<file path="config.mk">
export PLATFORM = sky130hd
export DESIGN_NAME = averager
export DESIGN_NICKNAME = d
export VERILOG_FILES = /design/src/rtl/averager_pkg.sv /design/src/rtl/avg_delay_line.sv /design/src/rtl/averager.sv
export SDC_FILE = /design/constraint.sdc
export NUM_CORES = 1
export LEC_CHECK = 0
export BUFFER_PORTS_ARGS = -buffer_cell sky130_fd_sc_hd__buf_2
export CAP_MARGIN = 20
export CORE_UTILIZATION = 35
export DETAILED_ROUTE_END_ITERATION = 8
export PLACE_DENSITY = 0.57
export SLEW_MARGIN = 25
export SYNTH_ARGS = -nofsm -noshare
export SYNTH_HDL_FRONTEND = slang
export SYNTH_SLANG_ARGS = --single-unit
</file>
<file path="constraint.sdc">
create_clock -name clk -period 5.5 [get_ports clk]
set_input_delay 0.275 -clock clk [delete_from_list [all_inputs] [get_ports clk]]
set_output_delay 0.275 -clock clk [all_outputs]
set_load 0.02 [all_outputs]
</file>
<file path="src/rtl/averager_pkg.sv">
// Shared widths for the averager slice: default sample/window sizes and derived accumulator width.
package averager_pkg;

  localparam int unsigned DATA_W = 16;
  localparam int unsigned LOG2_N = 4;
  localparam int unsigned SUM_W  = DATA_W + LOG2_N;
  localparam int unsigned CNT_W  = 16;

endpackage

</file>
<file path="src/rtl/avg_delay_line.sv">
// Ring buffer of the last 2**DEPTH_LOG2 samples; dout_oldest is the entry about to be overwritten.
module avg_delay_line #(
  parameter int unsigned DEPTH_LOG2 = 4,
  parameter int unsigned WIDTH      = 16
) (
  input  logic             clk,
  input  logic             rst,
  input  logic             we,
  input  logic [WIDTH-1:0] din,
  output logic [WIDTH-1:0] dout_oldest
);

  localparam int unsigned DEPTH = 1 << DEPTH_LOG2;

  logic [WIDTH-1:0]      mem_q [DEPTH];
  logic [DEPTH_LOG2-1:0] wp_q;

  always_ff @(posedge clk) begin
    if (rst) begin
      mem_q <= '{default: '0};
      wp_q  <= '0;
    end else if (we) begin
      mem_q[wp_q] <= din;
      wp_q        <= wp_q + DEPTH_LOG2'(1);
    end
  end

  assign dout_oldest = mem_q[wp_q];

endmodule

</file>
<file path="src/rtl/averager.sv">
// Sliding-window mean over the last 2**LOG2_N strobed samples plus per-block peak detector.
module averager
  import averager_pkg::*;
#(
  parameter int unsigned LOG2_N    = averager_pkg::LOG2_N,
  parameter int unsigned DATA_W    = averager_pkg::DATA_W,
  parameter int unsigned BLOCK_LEN = 16
) (
  input  logic              clk,
  input  logic              rst,
  input  logic [DATA_W-1:0] amplitude,
  input  logic              next,
  output logic [DATA_W-1:0] average,
  output logic [DATA_W-1:0] max_val
);

  localparam int unsigned ACC_W = DATA_W + LOG2_N;

  logic [DATA_W-1:0] oldest;
  logic [ACC_W-1:0]  sum_q, sum_d;
  logic [DATA_W-1:0] avg_q;
  logic [DATA_W-1:0] max_q;
  logic [DATA_W-1:0] blk_max_q, blk_max_d;
  logic [CNT_W-1:0]  cnt_q;
  logic              blk_end;

  avg_delay_line #(
    .DEPTH_LOG2 (LOG2_N),
    .WIDTH      (DATA_W)
  ) u_delay (
    .clk         (clk),
    .rst         (rst),
    .we          (next),
    .din         (amplitude),
    .dout_oldest (oldest)
  );

  // The sum always contains the oldest sample, so the subtraction never underflows.
  always_comb begin
    sum_d     = sum_q + ACC_W'(amplitude) - ACC_W'(oldest);
    blk_max_d = (amplitude >= blk_max_q) ? amplitude : blk_max_q;
    blk_end   = (cnt_q == CNT_W'(BLOCK_LEN - 1));
  end

  always_ff @(posedge clk) begin
    if (rst) begin
      sum_q     <= '0;
      avg_q     <= '0;
      max_q     <= '0;
      blk_max_q <= '0;
      cnt_q     <= '0;
    end else if (next) begin
      sum_q <= sum_d;
      avg_q <= sum_d[ACC_W-1:LOG2_N];
      if (blk_end) begin
        max_q     <= blk_max_d;
        blk_max_q <= '0;
        cnt_q     <= '0;
      end else begin
        blk_max_q <= blk_max_d;
        cnt_q     <= cnt_q + CNT_W'(1);
      end
    end
  end

  assign average = avg_q;
  assign max_val = max_q;

endmodule

</file>
After elaboration in Yosys (flattened, before gate mapping). Cells that the tools add are included.

Bits in registers: 344. Bits of input ports: 19. Output and inout port bits: 32. Logic and storage cells: 42.

Add/subtract/negate cells: 4. $lt $le $gt $ge: 3. Equality and inequality tests: 1. Muxes and demuxes: 9. Bitwise operators: 1. Reduce and logical (&&, ||, !) cells: 2.

Operator list (count): $bwmux W256 (1); $mux W16 (6); $bmux W16 S4 (1); $demux W16 S4 (1); $add A20 B16 Y20 (1); $sub A20 B16 Y20 (1); $add A16 B1 Y16 const B (1); $eq A16 B4 Y1 const B (1); $ge A16 B16 Y1 (1); $ge A5 B5 Y1 const B (1); $lt A5 B1 Y1 const B (1); $not A4 Y5 (1); $add A4 B1 Y4 const B (1); $reduce_and A2 Y1 (1); $logic_and A1 B1 Y1 (1).

Logic depth before layout (Yosys ltp).
Depth after elaboration: 6. Depth in mapped cells: 16. Gate-level depth less buffers: 13.

By module. A second synthesis with hierarchy kept.

Cell total of the unflattened synthesis: 1929. Area total of the unflattened synthesis: 16298.1 µm².

By module, submodules not included: avg_delay_line (instances 1, cells each 1341, area an instance 11464.7 µm², sequential area each 5205.0 µm²); averager (instances 1, cells each 588, area an instance 4833.4 µm², sequential area each 1361.3 µm²).

Worst setup path before layout. OpenSTA, ideal clock, no wires.

Path type: reg-to-reg. From: register u_delay.wp_q[0]. To: register sum_q[18]. Setup time: 134 ps. Data arrival time: 4564 ps. Data required time: 5366 ps. Path slack: 802 ps. Stages on the path, launching flop included: 16. Buffers on the path: 3. Period minus slack after synthesis: 4698 ps. Cell sequence: dfxtp_1 > clkbuf_1 > buf_2 > buf_2 > mux4_2 > mux4_2 > fa_1 > inv_1 > fa_1 > a211oi_1 > o211ai_1 > a22oi_1 > nand2_1 > a21oi_1 > nor4_1 > or4_1.

Longest elaborated chain between the ends: 5.

Ends and longest elaborated chain: start: declaration (RTL line avg_delay_line.sv:16) `logic [DEPTH_LOG2-1:0] wp_q;`; start signal: assignment (RTL line avg_delay_line.sv:24) `wp_q <= wp_q + DEPTH_LOG2'(1);`; $not A4 Y5 (not written as such) (RTL line avg_delay_line.sv:28) `assign dout_oldest = mem_q[wp_q];`; $bmux W16 S4 (RTL line avg_delay_line.sv:28); $mux W16 (not written as such) (2 in series) (RTL line avg_delay_line.sv:28); $sub A20 B16 Y20 (RTL line averager.sv:40) `sum_d = sum_q + ACC_W'(amplitude) - ACC_W'(oldest);`; end signal: assignment (RTL line averager.sv:53) `sum_q <= sum_d;`; end: declaration (RTL line averager.sv:20) `logic [ACC_W-1:0] sum_q, sum_d;`.

Every way passes these cells. The select of a mux whose other input is x is not followed. A chain may end at the register's enable or synchronous reset.

Worst setup path in the final report. Ends and elaborated chain as after synthesis.

==> impl_metrics.csv <==
group,metric,value,unit
finish,finish.net_count,1863,
global_routing,grt_overflow_total,0,
finish,finalInstanceArea,17300,sq um
pwr,power_switching,1.92,mW
timing,period_share,88.1,%
synth,yosysTopAreaCell,"dfxtp_1",
placed_design,gp_congestion,0.840,
clock_tree,cts.hold.buffers_added,0,
global_routing,grt_pass1_wl,71100,um
routing,firstDrtPassIters,5,
floorplanning,die-area,45500,sq um
timing,fmax,206,MHz
worst_setup_path,criticalPathCategory,"reg -> reg",
clock_tree,post-cts-setup-buffers,0,
worst_setup_path,endpoint_kind,"flop",
finish,area_growth,11.0,%
placed_design,placed_cell_area,16100,sq um
clock_tree,cts_buffers,35,
timing,post-route-min-period,4840,ps
timing,rsz0062_at_grt,"false",
job,cap_violations,0,
clock_tree,clk_pin_slew_worst_paths,60,ps
floorplanning,start_util,35.4,%
clock_tree,cts_max_level,2,
floorplanning,row_count,77,
pwr,swShare,29.7,%
clock_tree,root_buffer,"clkbuf_16",
routing,ant_nets,0,
clock_tree,numClockSinks,328,
synth,ys_seq_elements,328,
synth,post_synth_num_cell_types,58,
placed_design,port_buffers,50,
global_routing,grt_pass1_vias,11963,
pwr,clkPwrFrac,39.2,%
timing,finalHoldViolCount,0,
routing,vias,12628,
clock_tree,clk_latency,530,ps
hold_path,hold_path.class,"in -> reg",
synth,synth_ff_type,"dfxtp_1",
global_routing,antenna_found_initial,1,
global_routing,track_usage,20.2,%
pwr,cellLeakagePower,6.17,nW
pwr,total_power,6.45,mW
floorplanning,die_x,213,um
synth,synth_nets,1920,
synth,synth_cells,1844,
synth,syn_area,15600,sq um
synth,syn_avg_cell_area,8.47,sq um
routing,drc,0,
synth,yosys-top-cells-area,"dfxtp_1, nand2_1, mux4_2",
timing,drv_slew,0,
synth,ys_seq_area_share,42.0,%
clock_tree,cts_tree,"built",
routing,wire_per_inst,18.9,um
pwr,power_density,372,nW/um^2
worst_setup_path,critPathArrivalTime,5250,ps
timing,worst_pin_slew,1080,ps
synth,ys_async_sr_fraction,0,%
finish,drive_above_1_share,12.0,%
finish,final_cell_mix,"nand2_1, dfxtp_1, a21oi_1",
timing,fin_skew,22.5,ps
pwr,p_int,4.53,mW
finish,layout_commonest_cell,"nand2_1",
worst_setup_path,worstPathMaxFanout,28,
global_routing,grt_max_degree,110,
pwr,pwr-share-comb,21.6,%
synth,synth_warnings,0,
routing,vias_per_cell,5.25,
timing,slew_headroom,27.8,%
routing,drt-initial-drc-count,1046,
timing,finalSetupViolations,0,
floorplanning,io_pins,51,
floorplanning,die_h,213,um
worst_setup_path,cp.required,5900,ps
outcome,outcome,"complete, no violations",
clock_tree,clockBufferDepth,3,
worst_setup_path,crit_path_start_kind,"flop",
clock_tree,cts_resized,0,
synth,synth.top_cell.area_share,42.0,%
timing,finalSetupTns,0,ps
pwr,ir_drop,0.177,mV
synth,synth-edff-count,0,
pwr,p_seq_share,39.1,%
placed_design,place_hpwl,30100,um
routing,drt_wl_total,45500,um
floorplanning,core_area,44100,sq um
worst_setup_path,r2r_setup_slack,660,ps
## sequential cells by signal, indices dropped and copies added, names as in the netlist
register,count
cnt_q,16
max_val,16
u_delay.mem_q,256
u_delay.wp_q,4
sum_q,20
blk_max_q,16
## per-stage QoR
step,hold slack [ps],worst slack [ps],instances,utilization (%)
global placement,430,738,2342,36.5
CTS,187,651,2403,39.3
detailed placement,439,646,2342,36.6
finish,205,655,2404,39.3
global route,217,379,2403,39.3
floorplan,433,802,1844,-
## cell type report
cell class | count | area, sq um
repair buffers | 71 | 470
inverters | 87 | 327
clock inverters | 17 | 243
clock buffers | 44 | 960
diodes | 1 | 2.50
well taps | 592 | 741
flip-flops and latches | 328 | 6570
fillers | 4451 | 26800
multi-input cells | 1264 | 8030
## kinds of logic after synthesis
group	synth area share, %
flops	42.0
xor+xnor	1.63
buf+inv	6.61
compound gates	13.2
mux	13.1
simple gates	18.1
fa+ha+maj	5.33
## layer usage
| layer | vias to the layer above | track usage, % | wire length (um) |
|---|---|---|---|
| met4 | 0 | 7.24 | 1470 |
| li1 | 6037 | - | - |
| met5 | - | 0 | 0 |
| met1 | 6143 | 27.4 | 20500 |
| met3 | 87 | 2.50 | 2490 |
| met2 | 361 | 33.1 | 21100 |
## worst paths after layout
| check | from | depth (start not counted) | to |
|---|---|---|---|
| hold reg to reg | max_val[3] | 2 | max_val[3] |
| hold / removal | amplitude[10] | 3 | u_delay.mem_q[74] |
| setup reg to reg | u_delay.wp_q[0] | 13 | sum_q[18] |
| setup / recovery | u_delay.wp_q[0] | 13 | sum_q[18] |
## worst max-delay path: stages, from the launching register on
cell and delay [ps]:
dfxtp_4 750, buf_4 340, mux4_2 580, mux4_2 520, fa_1 490, inv_1 40, ha_1 380, a21oi_1 260
o21ai_0 130, a22oi_1 270, nand2_1 90, a21oi_1 280, nor4_1 80, or4_1 500
## cell usage after synthesis, drive strengths merged (6+ instances only)
| cell | number |
|---|---|
| xnor2 | 12 |
| xor2 | 17 |
| and3 | 6 |
| buf | 39 |
| mux2i | 24 |
| inv | 87 |
| nor2 | 50 |
| o21ai | 37 |
| mux4 | 80 |
| ha | 41 |
| a22o | 17 |
| clkbuf | 126 |
| and2 | 17 |
| fa | 16 |
| a211oi | 7 |
| nand2 | 572 |
| a21oi | 276 |
| a21o | 10 |
| dfxtp | 328 |
| nor3 | 6 |
| nand3 | 13 |
| nand4 | 7 |
## power by group through the flow
stage / sequential (mW) / clock, mW / combinational, mW
after floorplan: 2.54 / 0 / 1.13
after global placement: 2.58 / 0 / 1.38
after detailed placement: 2.58 / 0 / 1.39
after CTS: 2.53 / 2.56 / 1.40
after global routing: 2.54 / 2.66 / 1.55
final: 2.52 / 2.53 / 1.40
Note: power is estimated with default switching activity, not from simulation.
